==> config.mk <==
export PLATFORM = sky130hd
export DESIGN_NAME = ss_display_mux
export DESIGN_NICKNAME = d
export VERILOG_FILES = /design/src/rtl/ss_display_mux.sv
export SDC_FILE = /design/constraint.sdc
export NUM_CORES = 1
export LEC_CHECK = 0
export CAP_MARGIN = 10
export CORE_ASPECT_RATIO = 1.5
export CORE_MARGIN = 3
export CORE_UTILIZATION = 56
export DETAILED_ROUTE_END_ITERATION = 8
export HOLD_SLACK_MARGIN = 0.05
export PLACE_DENSITY = 0.8
export SETUP_SLACK_MARGIN = 0.05
export SKIP_CTS_REPAIR_TIMING = 1
export SYNTH_ARGS = -nofsm -noshare
export SYNTH_HDL_FRONTEND = slang
export SYNTH_SLANG_ARGS = --single-unit
==> constraint.sdc <==
create_clock -name clk -period 6.74 [get_ports clk]
set_input_delay 1.011 -clock clk [delete_from_list [all_inputs] [get_ports clk]]
set_output_delay 1.011 -clock clk [all_outputs]
set_load 0.1 [all_outputs]
==> src/rtl/ss_display_mux.sv <==
// ss_display_mux: time-multiplexed seven-segment scanner with
// blanking, decimal points, PWM brightness and selectable polarity.
module ss_display_mux #(
    parameter int N_DIGITS       = 4,
    parameter int CLK_DIV        = 1000,
    parameter int PWM_BITS       = 4,
    parameter bit SEG_ACTIVE_LOW = 1'b0,
    parameter bit DIG_ACTIVE_LOW = 1'b0
) (
    input  logic                  clk,
    input  logic                  rst_n,
    input  logic                  enable,
    input  logic [4*N_DIGITS-1:0] bcd_in,
    input  logic [N_DIGITS-1:0]   dp_in,
    input  logic                  blank_en,
    input  logic [PWM_BITS-1:0]   brightness,
    output logic [N_DIGITS-1:0]   control_pins,
    output logic [6:0]            display_pins,
    output logic                  dp_pin,
    output logic                  frame_done
);

    localparam int CW = $clog2(CLK_DIV);
    localparam int IW = $clog2(N_DIGITS);
    localparam int PB = PWM_BITS + CW + 1;

    localparam logic [CW-1:0] PRE_MAX = CW'(CLK_DIV - 1);
    localparam logic [IW-1:0] IDX_MAX = IW'(N_DIGITS - 1);
    localparam logic [PB-1:0] DIV_PB  = PB'(CLK_DIV);

    localparam logic [6:0]          SEG_OFF = {7{SEG_ACTIVE_LOW}};
    localparam logic [N_DIGITS-1:0] DIG_OFF = {N_DIGITS{DIG_ACTIVE_LOW}};

    logic [CW-1:0]           pre_cnt_q, pre_cnt_d;
    logic [IW-1:0]           idx_q, idx_d;
    logic [4*N_DIGITS-1:0]   bcd_q;
    logic [N_DIGITS-1:0]     dp_q;
    logic                    blank_q;
    logic [PWM_BITS-1:0]     bright_q;
    logic [6:0]              seg_q, seg_d;
    logic                    dp_pin_q, dp_pin_d;
    logic [N_DIGITS-1:0]     dig_q, dig_d;
    logic                    frame_q, frame_d;

    logic                    tick;
    logic                    capture;
    logic [4*N_DIGITS-1:0]   bcd_s;
    logic [N_DIGITS-1:0]     dp_s;
    logic                    blank_s;
    logic [PWM_BITS-1:0]     bright_s;

    logic [N_DIGITS-1:0]     blank_v;
    logic                    all_zero;
    logic [3:0]              code;
    logic                    dig_blank;
    logic                    dp_sel;
    logic [N_DIGITS-1:0]     sel_oh;
    logic [6:0]              seg_l;
    logic [PB-1:0]           prod;
    logic [PB-1:0]           on_time;
    logic                    dig_on;

    assign tick    = (pre_cnt_q == PRE_MAX);
    assign capture = enable && (pre_cnt_q == '0) && (idx_q == '0);

    // The first cycle of a frame already uses the inputs being latched.
    assign bcd_s    = capture ? bcd_in     : bcd_q;
    assign dp_s     = capture ? dp_in      : dp_q;
    assign blank_s  = capture ? blank_en   : blank_q;
    assign bright_s = capture ? brightness : bright_q;

    always_comb begin
        pre_cnt_d = pre_cnt_q;
        idx_d     = idx_q;
        if (!enable) begin
            pre_cnt_d = '0;
            idx_d     = '0;
        end else if (tick) begin
            pre_cnt_d = '0;
            idx_d     = (idx_q == IDX_MAX) ? '0 : idx_q + 1'b1;
        end else begin
            pre_cnt_d = pre_cnt_q + 1'b1;
        end
    end

    always_comb begin
        all_zero = 1'b1;
        blank_v  = '0;
        for (int i = N_DIGITS - 1; i >= 0; i--) begin
            all_zero = all_zero && (bcd_s[4*i +: 4] == 4'd0);
            if (i > 0) begin
                blank_v[i] = blank_s && all_zero;
            end
        end
    end

    always_comb begin
        code      = '0;
        dig_blank = 1'b0;
        dp_sel    = 1'b0;
        sel_oh    = '0;
        for (int i = 0; i < N_DIGITS; i++) begin
            if (idx_q == IW'(i)) begin
                code      = bcd_s[4*i +: 4];
                dig_blank = blank_v[i];
                dp_sel    = dp_s[i];
                sel_oh[i] = 1'b1;
            end
        end
    end

    always_comb begin
        seg_l = 7'b1000000;
        unique case (code)
            4'd0:    seg_l = 7'h3F;
            4'd1:    seg_l = 7'h06;
            4'd2:    seg_l = 7'h5B;
            4'd3:    seg_l = 7'h4F;
            4'd4:    seg_l = 7'h66;
            4'd5:    seg_l = 7'h6D;
            4'd6:    seg_l = 7'h7D;
            4'd7:    seg_l = 7'h07;
            4'd8:    seg_l = 7'h7F;
            4'd9:    seg_l = 7'h6F;
            default: seg_l = 7'b1000000;
        endcase
        if (dig_blank) begin
            seg_l = 7'h00;
        end
    end

    // Full-scale brightness keeps the digit on for the whole slot.
    assign prod    = PB'(bright_s) * DIV_PB;
    assign on_time = (&bright_s) ? DIV_PB : (prod >> PWM_BITS);
    assign dig_on  = enable && (PB'(pre_cnt_q) < on_time);

    assign seg_d    = seg_l ^ SEG_OFF;
    assign dp_pin_d = dp_sel ^ SEG_ACTIVE_LOW;
    assign dig_d    = (dig_on ? sel_oh : '0) ^ DIG_OFF;
    assign frame_d  = enable && tick && (idx_q == IDX_MAX);

    always_ff @(posedge clk or negedge rst_n) begin
        if (!rst_n) begin
            pre_cnt_q <= '0;
            idx_q     <= '0;
            bcd_q     <= '0;
            dp_q      <= '0;
            blank_q   <= 1'b0;
            bright_q  <= '0;
            seg_q     <= SEG_OFF;
            dp_pin_q  <= SEG_ACTIVE_LOW;
            dig_q     <= DIG_OFF;
            frame_q   <= 1'b0;
        end else begin
            pre_cnt_q <= pre_cnt_d;
            idx_q     <= idx_d;
            if (capture) begin
                bcd_q    <= bcd_in;
                dp_q     <= dp_in;
                blank_q  <= blank_en;
                bright_q <= brightness;
            end
            seg_q     <= seg_d;
            dp_pin_q  <= dp_pin_d;
            dig_q     <= dig_d;
            frame_q   <= frame_d;
        end
    end

    assign control_pins = dig_q;
    assign display_pins = seg_q;
    assign dp_pin       = dp_pin_q;
    assign frame_done   = frame_q;

endmodule

==> results of run 1 <==
## per-stage QoR
stage | area [um^2] | std cells | util [%] | setup slack, ps
after floorplan | 3310 | 332 | - | 1500
after global placement | 3750 | 434 | 67.3 | 775
after detailed placement | 3750 | 434 | 67.3 | 614
after CTS | 3860 | 442 | 69.2 | 952
after global routing | 3880 | 443 | 69.6 | 502
final | 3880 | 443 | 69.6 | 951
## logic make-up (layout without fill, tap and decap cells)
logic type | count (synthesis) | after routing | synth area share [%]
muxes | 16 | 16 | 4.96
adders and majority gates | 37 | 37 | 15.1
DFF | 50 | 50 | 37.9
xor gates and xnor gates | 13 | 13 | 3.44
AOI/OAI and AO/OA | 62 | 62 | 15.5
and+or+nand+nor | 115 | 115 | 18.2
buffers and inverters | 39 | 80 | 4.92
## cell usage after synthesis, drive strengths merged, types with 6 or more instances
cell type	count	area [um^2]
a21o	10	75.1
dfrtp	50	1250
nor2	17	63.8
ha	32	400
nand3	12	72.6
o21ai	6	30.0
nand4	8	50.1
nor3	8	50.1
mux2i	13	130
nand2	45	169
a21oi	12	63.8
xor2	8	70.1
inv	29	109
## path summary, 6_finish.rpt
| check | slack, ps | endpoint | from | depth (start not counted) |
|---|---|---|---|---|
| max in group asynchronous | 5690 | bright_q[0] | rst_n | 2 |
| worst max-delay path | 950 | control_pins[2] | enable | 19 |
| worst min register to register | 480 | dp_q[3] | dp_q[3] | 2 |
| worst max register to register | 1520 | control_pins[2] | idx_q[0] | 20 |
| worst min-delay path | 480 | dp_q[3] | dp_q[3] | 2 |
| min in group asynchronous | 560 | dp_q[1] | rst_n | 1 |
## worst reg2reg max path: stages (launching register included)
cell and delay [ps]:
dfrtp_1 440, inv_1 110, ha_1 260, and4b_1 400
nand3_4 150, mux2i_1 410, inv_1 150, ha_1 350
fa_1 530, fa_1 480, a21o_1 190, a21oi_1 200
inv_1 70, a21oi_1 130, o21ai_0 100, xor2_1 160
nor2_1 100, ha_1 250, o21ai_0 250, o32ai_2 180
nor3_1 240
## final cells by class
cell class	instances	share of cell area [%]
inverter	29	2.81
clock buffer	6	1.87
multi-input combinational	243	48.8
sequential	50	32.2
clock inverter	2	0.967
timing repair buffer	43	11.1
tap	70	2.26
## power by group
group / internal, mW / total (mW) / switching (mW)
clock network: 0.111 / 0.211 / 0.101
registers: 0.353 / 0.374 / 0.0214
logic: 0.320 / 0.831 / 0.511
total: 0.784 / 1.42 / 0.633
## metal layers
| metal | GRT usage [%] | up-vias | wire (um) | share of wire, % |
|---|---|---|---|---|
| li1 | - | 1256 | - | - |
| met1 | 26.8 | 1239 | 2750 | 38 |
| met2 | 42.7 | 60 | 4130 | 56 |
| met3 | 2.35 | 17 | 243 | 3.3 |
| met4 | 10.4 | 0 | 201 | 2.7 |
| met5 | 0 | - | 0 | 0 |
## sequential cells by signal, summed over array words and instances, names as in the netlist, 2 cells and up
register	flops
display_pins	7
bcd_q	16
bright_q	4
dp_q	4
pre_cnt_q	10
idx_q	2
control_pins	4
==> reports/qor.yml, run 1 <==
outcome: "finished, final reports clean"
routed_wl_mm: 7.32
rows: 33
finalPower_mw: 1.42
crit_family: "adder cells"
ys.flop_type: "dfrtp_1"
whs_ps: 484
initial_core_util_pct: 59.3
seq_area_frac_synth_pct: 37.9
final_nets: 437
path_buf_inv: 3
io_buffers: 40
grt_pass1_wl_mm: 12.5
fin_worst_skew_ps: 6.32
fp.dieW_um: 68.7
powerDensity_nw_per_um2: 365
syn_to_final_growth_pct: 17.4
route.vias.total: 2572
setup_tns_ps: 0
avgSynthCellArea_um2: 9.96
grt_start_max_net_pins: 51
gp_congestion: 0.851
pin_count: 41
die-area_um2: 6880
ant_nets: 0
setup_viol: 0
worst_setup_path_start_kind: "input pin"
fin_crit_ps: 5790
layout_commonest_cell: "dfrtp_1"
fmax_ghz: 0.173
chipHeight_um: 100
htreeDepth: 2
maxCapViolations: 0
syn_area_um2: 3310
cts_tree: "built"
end_kind: "flip-flop"
fin_crit_sh_pct: 85.9
grt_pass1_vias: 2706
arrival_ps: 6000
clockRootBuffer: "clkbuf_8"
multi_input_area_um2: 1890
path_cells: "clkdlybuf4s50_1, and4b_1, nand3_4, mux2i_1, inv_1, ha_1, fa_1, fa_1, a21o_1, a21oi_1, inv_1, a21oi_1, o21ai_0, xor2_1, nor2_1, ha_1, o21ai_0, o32ai_2, nor3_1"
ir_drop_mv: 0.332
grt_overflow: 0
finalHoldViolations: 0
cp_slowest_cell: "clkdlybuf4s50_1"
ys_ff_latch: 50
wl_per_cell_um: 16.5
track_usage_pct: 23.5
dr.pass1.iters: 4
dp_hpwl_mm: 5.71
seqCellArea_um2: 1250
rsz0062_at_grt: "false"
filler_cell_count: 430
max-slew-margin-rel_pct: 34.9
crit_fanout: 11
viasPerCell: 5.81
critical_path_class: "in2reg"
drt_iter0_drc: 190
final_cell_mix: "dfrtp_1 (50), nand2_1 (45), clkdlybuf4s50_1 (39)"
clock_latency_ps: 310
n_antenna_cell: 0
path_clk_slew_ps: 90
synth.distinct_cells: 58
antenna_found_initial: 0
async_reset_ff_share_pct: 100
numCtsBuffers: 5
final_max_slew_viol_count: 0
crit_path_max_incr_delay_ps: 650
synth-edff-count: 0
p_leak_nw: 1.90
syn_nets: 397
max-clock-path-buffers: 2
ys_warn_count: 0
drive_gt1_share_pct: 7.77
tightest_slew_ps: 974
drcViolationCount: 0
cp_data_required_time_ps: 6960
min_path_type: "reg2reg"
core_area_um2: 5570
syn_inst: 332
cts.sinks: 50
Note: power is estimated with default switching activity, not from simulation.
==> run 2: changes to the inputs <==
Settings changed: CORE_MARGIN 3 to 5.
==> run 2 against run 1 <==
Via count grew 0.62%. Sequential power about the same. Critical path depth unchanged. Worst hold slack worse by 4.9 ps. Cell count up 0.45%. Largest power group unchanged.
==> reports/qor.yml, run 2 (synthesized netlist as in run 1, its figures left out) <==
largest_reg_flops: 16
grt_pass1_vias: 2789
htreeDepth: 2
tightest_slew_ps: 999
path_clk_slew_ps: 100
setup_viol: 0
drive_gt1_share_pct: 8.04
route.vias.total: 2588
crit_path_max_incr_delay_ps: 640
core_area_um2: 5790
critical_path_class: "in2reg"
final_cell_mix: "dfrtp_1 (50), nand2_1 (45), clkdlybuf4s50_1 (39)"
setup_tns_ps: 0
wl_per_cell_um: 16.8
gp_congestion: 0.830
top_register: "bcd_q"
hold_depth: 2
fin_worst_skew_ps: 13.7
fin_crit_ps: 6080
grt_overflow: 0
fmax_ghz: 0.164
final_nets: 437
fp.dieW_um: 72.7
chipHeight_um: 104
clockRootBuffer: "clkbuf_8"
dr.pass1.iters: 4
arrival_ps: 6270
final_max_slew_viol_count: 0
ant_nets: 0
cp_slowest_cell: "clkdlybuf4s50_1"
initial_core_util_pct: 57.1
cts.sinks: 50
drt_iter0_drc: 117
routed_wl_mm: 7.48
maxCapViolations: 0
cts_tree: "built"
min_path_type: "reg2reg"
dp_hpwl_mm: 5.84
powerDensity_nw_per_um2: 370
io_buffers: 40
track_usage_pct: 20.7
path_cells: "clkdlybuf4s50_1, and4b_1, nand3_4, buf_4, mux2i_1, inv_1, fa_1, fa_1, a21o_1, a21oi_1, inv_1, a21oi_1, o21ai_0, xor2_1, nor2_1, ha_1, nand4_1, o32ai_2, nor3_1"
cp.depth: 19
viasPerCell: 5.82
end_kind: "flip-flop"
layout_commonest_cell: "dfrtp_1"
p_leak_nw: 1.91
max-clock-path-buffers: 2
crit_family: "adder cells"
die-area_um2: 7570
r2r_cells: 20
syn_to_final_growth_pct: 17.8
cp_data_required_time_ps: 6930
worst_setup_path_start_kind: "input pin"
ir_drop_mv: 0.327
grt_pass1_wl_mm: 12.6
antenna_found_initial: 0
whs_ps: 479
rows: 34
pin_count: 41
numCtsBuffers: 5
grt_start_max_net_pins: 51
clock_latency_ps: 310
n_antenna_cell: 0
fin_crit_sh_pct: 90.3
finalHoldViolations: 0
max-slew-margin-rel_pct: 33.4
rsz0062_at_grt: "false"
outcome: "finished, final reports clean"
drcViolationCount: 0
crit_fanout: 15
path_buf_inv: 4
run 2: changes by cell type in the layout (fill, tap and decap cells not counted), sizes merged:
cell      delta
inv          +1
clkinvlp     -1
run 2: metrics by stage:
stage / instances / total power, mW / worst slack (ps) / cell area (um^2) / util, %
2_1_floorplan: 332 / 1.02 / 1500 / 3310 / -
3_3_place_gp: 436 / 1.19 / 508 / 3750 / 64.9
3_5_place_dp: 436 / 1.22 / 293 / 3750 / 64.9
4_1_cts: 444 / 1.45 / 620 / 3870 / 67.0
5_1_grt: 445 / 1.56 / 105 / 3890 / 67.3
6_report: 445 / 1.44 / 656 / 3890 / 67.3
run 2: where the power goes:
part           leakage, nW  internal, mW  switching (mW)  total, mW
logic                 1.22         0.321           0.517      0.839
clock network       0.0618         0.122           0.104      0.226
registers            0.624         0.353          0.0224      0.376
run 2: area by class of cell:
cell class,count,area [um^2]
clock inverters,2,38.8
well taps,72,90.1
flip-flops and latches,50,1250
clock buffers,6,82.6
multi-input cells,243,1890
repair buffers,43,430
inverters,29,109
fillers,479,1890
run 2: worst reg2reg max path, cell delays in order, from the launching register on:
cell     delay (ps)
dfrtp_1         440
inv_1           100
ha_1            260
and4b_1         390
nand3_4         210
buf_4           290
mux2i_1         520
inv_1           250
fa_1            580
fa_1            480
a21o_1          200
a21oi_1         200
inv_1            60
a21oi_1         140
o21ai_0         100
xor2_1          170
nor2_1           70
ha_1            300
nand4_1         120
o32ai_2         420
nor3_1          100
run 2: worst paths after layout:
kind	startpoint	slack (ps)	endpoint
min in group asynchronous	rst_n	570	dp_pin
max reg2reg	idx_q[0]	1220	control_pins[2]
max	enable	660	control_pins[2]
max in group asynchronous	rst_n	5670	bcd_q[3]
min	dp_q[2]	480	dp_q[2]
min reg2reg	dp_q[2]	480	dp_q[2]
run 2: layer usage:
metal / part of all wire (%) / up-vias / GRT usage [%]
met4: 3.5 / 0 / 9.89
li1: - / 1250 / -
met3: 3.5 / 26 / 3.48
met2: 56 / 59 / 37.2
met5: 0 / - / 0
met1: 37 / 1253 / 22.6
==> run 3: changes to the inputs <==
Settings changed: CORE_UTILIZATION 56 to 60, GPL_TIMING_DRIVEN set to 0, PLACE_DENSITY 0.8 to 0.85.
Clock period 6.74 ns to 7.8 ns, I/O delays scaled along.
==> run 3 against run 2 <==
Sequential share of layout area is 0.062 points lower. Non-clock buffer count grew 8. Die area shrank 5.9%. Utilization is 4.8 points higher. Sequential cell count stayed put. Global-route usage rose by 2.2 points. Via count grew 5.1%. Sequential power is 14% lower. Critical path depth up 1. Largest cell class unchanged. Largest power group unchanged.
==> reports/qor.yml, run 3 (synthesized netlist as in run 1, its figures left out) <==
fmax_ghz: 0.158
layout_setup_ws_ps: 1480
setup_viol: 0
cts_tree: "built"
tightest_slew_ps: 974
ir_drop_mv: 0.265
place_inst: 443
drcViolationCount: 0
arrival_ps: 6510
routed_wl_mm: 7.45
crit_fanout: 10
grt_start_max_net_pins: 35
top_register: "bcd_q"
wl_per_cell_um: 16.5
r2r_cells: 21
final_nets: 445
clock_latency_ps: 310
fin_worst_skew_ps: 11.1
largest_reg_flops: 16
max-slew-margin-rel_pct: 34.9
initial_core_util_pct: 61.1
rsz0062_at_grt: "false"
hold_depth: 2
io_buffers: 40
grt_pass1_wl_mm: 13.0
p_leak_nw: 1.91
outcome: "finished, final reports clean"
worst_setup_path_start_kind: "input pin"
drive_gt1_share_pct: 8.92
final_max_slew_viol_count: 0
grt_overflow: 0
setup_tns_ps: 0
track_usage_pct: 22.9
pin_count: 41
fin_crit_sh_pct: 81.1
htreeDepth: 2
dr.pass1.iters: 4
max-clock-path-buffers: 2
final_cell_mix: "dfrtp_1 (50), nand2_1 (45), clkdlybuf4s50_1 (39)"
fp.dieW_um: 70.6
cp_data_required_time_ps: 7990
core_area_um2: 5410
whs_ps: 476
chipHeight_um: 101
syn_to_final_growth_pct: 18.0
ant_nets: 0
route.vias.total: 2719
maxCapViolations: 0
dp_hpwl_mm: 5.86
layout_commonest_cell: "dfrtp_1"
stdcell_count: 451
clockRootBuffer: "clkbuf_8"
finalHoldViolations: 0
drt_iter0_drc: 151
end_kind: "flip-flop"
preCtsSetupSlack_ps: 1120
gp_congestion: 0.827
antenna_found_initial: 0
grt_pass1_vias: 2820
die-area_um2: 7120
min_path_type: "reg2reg"
cts.sinks: 50
critical_path_class: "in2reg"
n_antenna_cell: 0
powerDensity_nw_per_um2: 306
rows: 33
viasPerCell: 6.03
path_clk_slew_ps: 100
numCtsBuffers: 5
fin_crit_ps: 6320
run 3: critical path, cell delays in order:
cell and delay (ps):
clkdlybuf4s50_1 440, and4b_1 200, clkbuf_2 170, nand3_4 150
clkbuf_1 470, mux2i_1 620, inv_1 260, fa_1 580
ha_1 310, a21o_1 150, a21oi_1 210, o21bai_1 100
a21oi_1 230, o21ai_1 90, a21oi_1 270, mux2i_1 120
ha_1 310, nand4_1 110, o32ai_2 440, nor3_1 100
run 3: metrics by stage:
| stage | power [mW] | util (%) | instance area, um^2 |
|---|---|---|---|
| 5_1_grt | 1.30 | 72.1 | 3900 |
| 3_5_place_dp | 1.05 | 70.4 | 3810 |
| 4_1_cts | 1.20 | 72.1 | 3900 |
| 2_1_floorplan | 0.882 | - | 3310 |
| 3_3_place_gp | 1.02 | 70.1 | 3790 |
| 6_report | 1.19 | 72.1 | 3900 |
run 3: final timing paths:
path / endpoint / start / slack (ps)
min reg2reg: dp_q[0] / dp_q[0] / 480
min in group asynchronous: dp_pin / rst_n / 770
max in group asynchronous: bright_q[0] / rst_n / 6510
min: dp_q[0] / dp_q[0] / 480
max reg2reg: control_pins[2] / idx_q[0] / 1950
max: control_pins[2] / enable / 1480
run 3: final cells by class:
cell class	instances	area, um^2
tap	70	87.6
inverter	29	109
fill	414	1510
multi-input combinational	243	1890
clock buffer	5	68.8
clock inverter	3	23.8
buffer	10	53.8
sequential	50	1250
timing repair buffer	41	415
run 3: metal layers:
layer  vias up  share of wire, %  GRT usage (%)
li1       1275                 -              -
met1      1331                36           24.4
met2        81                55           42.1
met3        32               4.4           3.69
met4         0               4.9           13.3
met5         -                 0              0
run 3: power breakdown:
part	leakage [nW]	internal, mW	switching (mW)
clock network	0.0408	0.0643	0.0926
registers	0.624	0.305	0.0169
logic	1.25	0.273	0.441
